## src/rtl/aes_stream_loader.sv

```systemverilog
// aes_stream_loader: byte-stream front end for the AES core.
// Collects a command byte, a 16-byte key and a 16-byte block, pulses the core
// reset, runs the core until its done flag rises (or a timeout expires), then
// returns the 128-bit result as 16 bytes, most significant byte first.
// Optional build macro: LOADER_KEY_REUSE_EN (cmd[1]=1 skips key load, reusing aes_key).
module aes_stream_loader #(
  parameter int unsigned TIMEOUT_CYCLES = 4000,
  parameter int unsigned TO_W           = 12
) (
  input  logic         clock,
  input  logic         resetModule,
  input  logic [7:0]   in_byte,
  input  logic         in_valid,
  output logic         in_ready,
  output logic [7:0]   out_byte,
  output logic         out_valid,
  input  logic         out_ready,
  output logic [127:0] aes_key,
  output logic [127:0] aes_data,
  output logic         aes_ed,
  output logic         aes_enable,
  output logic         aes_reset,
  input  logic [127:0] aes_result,
  input  logic         aes_done,
  output logic         busy,
  output logic         timeout_err
);

  localparam logic [2:0] S_IDLE = 3'd0;
  localparam logic [2:0] S_KEY  = 3'd1;
  localparam logic [2:0] S_DATA = 3'd2;
  localparam logic [2:0] S_ARM  = 3'd3;
  localparam logic [2:0] S_RUN  = 3'd4;
  localparam logic [2:0] S_SEND = 3'd5;

  localparam logic [TO_W-1:0] TO_LAST = TO_W'(TIMEOUT_CYCLES - 1);

  logic [2:0]      state;
  logic [3:0]      cnt;
  logic [TO_W-1:0] to_cnt;
  logic            done_q;
  logic [127:0]    shift;
  logic            in_xfer;
  logic            out_xfer;
  logic            done_edge;

  // Handshake and core-control outputs decoded from the current state
  always_comb begin
    in_ready   = (state == S_IDLE) || (state == S_KEY) || (state == S_DATA);
    out_valid  = (state == S_SEND);
    out_byte   = out_valid ? shift[127:120] : '0;
    busy       = (state != S_IDLE);
    aes_reset  = (state == S_ARM);
    aes_enable = (state == S_RUN) || (state == S_SEND);
    in_xfer    = in_valid && in_ready;
    out_xfer   = out_valid && out_ready;
    done_edge  = aes_done && !done_q;
  end

  // Previous value of the core done level, for 0->1 edge detection
  always_ff @(posedge clock or posedge resetModule) begin
    if (resetModule) done_q <= 1'b0;
    else             done_q <= aes_done;
  end

  // Main sequencer: load key/data, arm and run the core, stream the result
  always_ff @(posedge clock or posedge resetModule) begin
    if (resetModule) begin
      state       <= S_IDLE;
      cnt         <= '0;
      to_cnt      <= '0;
      shift       <= '0;
      aes_key     <= '0;
      aes_data    <= '0;
      aes_ed      <= 1'b0;
      timeout_err <= 1'b0;
    end else begin
      case (state)
        S_IDLE: begin
          if (in_xfer) begin
            aes_ed      <= in_byte[0];
            timeout_err <= 1'b0;
            cnt         <= '0;
`ifdef LOADER_KEY_REUSE_EN
            state       <= in_byte[1] ? S_DATA : S_KEY;
`else
            state       <= S_KEY;
`endif
          end
        end
        S_KEY: begin
          if (in_xfer) begin
            aes_key <= {aes_key[119:0], in_byte};
            cnt     <= cnt + 4'd1;
            if (cnt == 4'd15) state <= S_DATA;
          end
        end
        S_DATA: begin
          if (in_xfer) begin
            aes_data <= {aes_data[119:0], in_byte};
            cnt      <= cnt + 4'd1;
            if (cnt == 4'd15) state <= S_ARM;
          end
        end
        S_ARM: begin
          to_cnt <= '0;
          state  <= S_RUN;
        end
        S_RUN: begin
          // A done edge in the final timeout cycle still counts as completion
          if (done_edge) begin
            shift <= aes_result;
            cnt   <= '0;
            state <= S_SEND;
          end else if (to_cnt == TO_LAST) begin
            timeout_err <= 1'b1;
            state       <= S_IDLE;
          end else begin
            to_cnt <= to_cnt + 1'b1;
          end
        end
        S_SEND: begin
          if (out_xfer) begin
            shift <= {shift[119:0], 8'h00};
            cnt   <= cnt + 4'd1;
            if (cnt == 4'd15) state <= S_IDLE;
          end
        end
        default: state <= S_IDLE;
      endcase
    end
  end

endmodule

```

## config.mk

```make
export PLATFORM = sky130hd
export DESIGN_NAME = aes_stream_loader
export DESIGN_NICKNAME = d
export VERILOG_FILES = /design/src/rtl/aes_stream_loader.sv
export SDC_FILE = /design/constraint.sdc
export NUM_CORES = 1
export LEC_CHECK = 0
export ABC_AREA = 1
export BUFFER_PORTS_ARGS = -buffer_cell sky130_fd_sc_hd__buf_4
export CAP_MARGIN = 20
export CORE_ASPECT_RATIO = 2
export CORE_UTILIZATION = 50
export CTS_BUF_LIST = sky130_fd_sc_hd__clkbuf_8
export CTS_CLUSTER_SIZE = 14
export DETAILED_ROUTE_END_ITERATION = 10
export GPL_TIMING_DRIVEN = 1
export PLACE_DENSITY = 0.75
export SLEW_MARGIN = 20
export SYNTH_ARGS = -nofsm -noshare
export SYNTH_HDL_FRONTEND = slang
export SYNTH_SLANG_ARGS = --single-unit
```

## constraint.sdc

```tcl
create_clock -name clock -period 30.5 [get_ports clock]
set_input_delay 1.525 -clock clock [delete_from_list [all_inputs] [get_ports clock]]
set_output_delay 1.525 -clock clock [all_outputs]
set_load 0.01 [all_outputs]
```

==> out/qor.yml <==
cells_and_area:
  fin_nets: 2275
  fill_cells: 2839
  drive_above_1_share: 0.337
  area_delta_synth_final_pct: 25.2
synth:
  synth_mux_area_frac: 0.0922
  ys_ff_latch: 406
  postSynthAreaPerCell_um2: 9.92
  syn_area_mm2: 0.0173
  synth_cells: 1748
  yosysUniqueCellTypes: 27
  synth_xor_xnor_area_share: 0.00253
  synth-simple-area-share: 0.116
  yosysSeqAreaShare: 0.586
  synth_top_family_by_area: "compound AO/OA/AOI/OAI gates"
  synth_adder_area_share: 0.00144
  synth_fp_nets: 1891
  synth_compound_area_frac: 0.123
  yosys_warnings: 0
floorplan:
  start_util: 0.507
  ios: 412
  dieArea_mm2: 0.0355
  core_area_mm2: 0.0342
  die_x_um: 134
  die_y_um: 265
  std_cell_rows: 96
timing:
  fin_crit_ns: 3.94
  setup_viol: 0
  rsz0062_at_grt: "false"
  fin_crit_sh: 0.129
  slew_headroom: 0.327
  timing.final.ws_setup_ns: 26.56
  hold_viol: 0
  tns_ns: 0
  skew_ns: 0.0224
  slew_violations: 0
  worst_slew_pin_slew_ns: 1.01
  max_freq_mhz: 254
critical_path:
  cp_num_buf_inv: 1
  critPathKind: "flop to primary output"
  r2r_slack_ns: 26.68
  crit_start: "state[0]"
  required_ns: 28.98
  crit_path_end_kind: "primary output"
  cp_top_family: "simple AND/OR/NAND/NOR gates"
  worstSetupPathDepth: 3
  setup.worst_path.end: "out_byte[6]"
  cpPeakStageDelay_ns: 0.60
  startpoint_type: "flop"
  r2r-start: "state[0]"
  rr_worst_depth: 7
  reg2reg_to: "shift[122]"
  cp_cell_sequence: "nand3_4 > nor2_1 > buf_4"
  critical_path.slowest_cell: "nand3_4"
  worstPathArrival_ns: 2.41
  worstPathMaxFanout: 74
power_and_ir_drop:
  p_sw_frac: 0.370
  seqPwrFrac: 0.416
  p_int_mw: 1.34
  power_frac_comb: 0.384
  clockPowerShare: 0.200
  peakVddDrop_v: 0.0000769
  power_density_mw_per_mm2: 97.8
  p_sw_uw: 786
  power_leakage_nw: 11.4
placement:
  hpwl_um: 30000
  gp_congestion: 0.822
  dp_slack_ns: 26.20
  portBuffers: 411
global_route:
  grt_pass1_wl_um: 66900
  antenna_found_initial: 2
  grt_pass1_vias: 13018
  grt_max_degree: 139
  grtUsageTotal: 0.239
  overflow: 0
drt:
  first_iter_violations: 600
  vias_per_cell: 5.01
  ant_nets: 0
  drc: 0
  wl_per_cell_um: 16.0
  drt-pass1-iter-count: 4
  via_count: 13099
  wirelength_um: 41900
status:
  status: "completed"
cts:
  cts_setup_buffers: 0
  clk_pin_slew_ns: 0.07
  insertion_delay_ns: 0.60
  ctsRootBufferMaster: "clkbuf_8"
  cts_buffers: 57
  cts_resized: 0
  htreeDepth: 2
  cts_tree: "done"
  holdBufCountCts: 0
  cts.path.max_buffers: 3
  cts.sinks: 406
min_path:
  worstHoldStart: "shift[6]"
  hold_class: "flop to flop"
run:
  drv_cap: 0
-- cells in the mapped netlist, drive strengths merged --
cell | number | area [um^2]
ha | 2 | 25.0
inv | 208 | 786
mux2 | 142 | 1600
nand3 | 19 | 113
xor2 | 5 | 43.8
or2 | 2 | 12.5
o21ai | 311 | 1820
o21a | 1 | 7.51
a21oi | 59 | 295
buf | 74 | 500
o22ai | 1 | 6.26
nand4 | 4 | 25.0
nor2 | 91 | 349
clkbuf | 22 | 82.6
dfrtp | 406 | 10200
nand2 | 400 | 1510
nand3b | 1 | 7.51
-- registers in the layout (all words and copies together) (netlist names) --
| signal | count |
|---|---|
| to_cnt | 12 |
| state | 3 |
| aes_data | 128 |
| aes_ed | 1 |
| aes_key | 128 |
| timeout_err | 1 |
| shift | 128 |
| cnt | 4 |
| done_q | 1 |
-- worst reg2reg max path, stage by stage (launching register included) --
cell	delay [ns]
dfrtp_1	0.53
nand3_4	0.60
nand2_1	0.40
nand3_4	0.25
inv_8	0.68
buf_4	0.97
nand2_1	0.17
o21ai_0	0.14
-- cell usage in the layout (no fill, tap or decap) --
cell type / Yosys / routed
a21oi_1: 59 / 59
buf_16: 0 / 1
buf_4: 22 / 418
buf_6: 12 / 2
bufinv_16: 0 / 1
clkbuf_8: 0 / 74
clkinv_2: 0 / 7
clkinvlp_4: 0 / 3
dfrtp_1: 406 / 406
diode_2: 0 / 1
ha_1: 2 / 2
inv_1: 204 / 217
inv_2: 2 / 2
inv_4: 2 / 1
inv_8: 0 / 2
mux2_2: 142 / 142
nand2_1: 397 / 396
nand2_2: 3 / 3
nand2_8: 0 / 1
nand3_1: 17 / 17
nand3_4: 1 / 2
nand3b_1: 1 / 1
nand4_1: 4 / 4
nor2_1: 90 / 89
nor2_4: 1 / 2
o21a_1: 1 / 1
o21ai_0: 210 / 210
o21ai_1: 31 / 31
o21ai_2: 70 / 70
o22ai_1: 1 / 1
or2_2: 2 / 2
xor2_1: 5 / 5
-- layer usage --
metal	share of wire	vias up	GRT usage
li1	-	6355	-
met1	0.36	6234	0.265
met2	0.53	388	0.425
met3	0.057	120	0.0520
met4	0.051	2	0.127
met5	0.00041	-	0
-- layout make-up --
type	instances	area (um^2)	share of cell area
timing repair buffer	421	3190	0.147
inverter	208	798	0.0368
multi-input combinational	1038	5840	0.269
sequential	406	10200	0.468
antenna	1	2.50	0.000115
clock buffer	74	1020	0.0469
clock inverter	25	140	0.00646
tap	441	552	0.0254
-- worst min path at each step --
stage                     endpoint  slack [ns]  cells after the start
after floorplan           shift[0]        0.45                      2
after global placement    shift[4]        0.47                      2
after detailed placement  shift[2]        0.48                      2
after CTS                 shift[2]        0.49                      2
after global routing      shift[6]        0.52                      2
final                     shift[6]        0.49                      2
-- stage by stage --
step / instance area, um^2 / util / power [mW] / instances / hold WS [ns]
global placement: 20500 / 0.599 / 1.68 / 2513 / 0.466
detailed placement: 20500 / 0.599 / 1.71 / 2513 / 0.478
global route: 21700 / 0.634 / 2.27 / 2614 / 0.519
finish: 21700 / 0.634 / 2.12 / 2614 / 0.489
floorplan: 17300 / - / 1.37 / 1748 / 0.453
CTS: 21700 / 0.633 / 2.15 / 2612 / 0.494
-- cell families (layout without fill, tap and decap cells) --
family / after synthesis / in the layout
AOI/OAI and AO/OA: 372 / 372
DFF: 406 / 406
adders and majority gates: 2 / 2
xor gates and xnor gates: 5 / 5
other: 0 / 1
muxes: 142 / 142
buffers and inverters: 304 / 728
and+or+nand+nor: 517 / 517
-- power by group through the flow --
stage	Clock [mW]	Sequential [mW]	Combinational (mW)
global placement	0	0.885	0.793
finish	0.424	0.884	0.815
CTS	0.437	0.886	0.823
global route	0.461	0.908	0.902
detailed placement	0	0.895	0.820
floorplan	0	0.915	0.457
(Power assumes the default switching activity.)
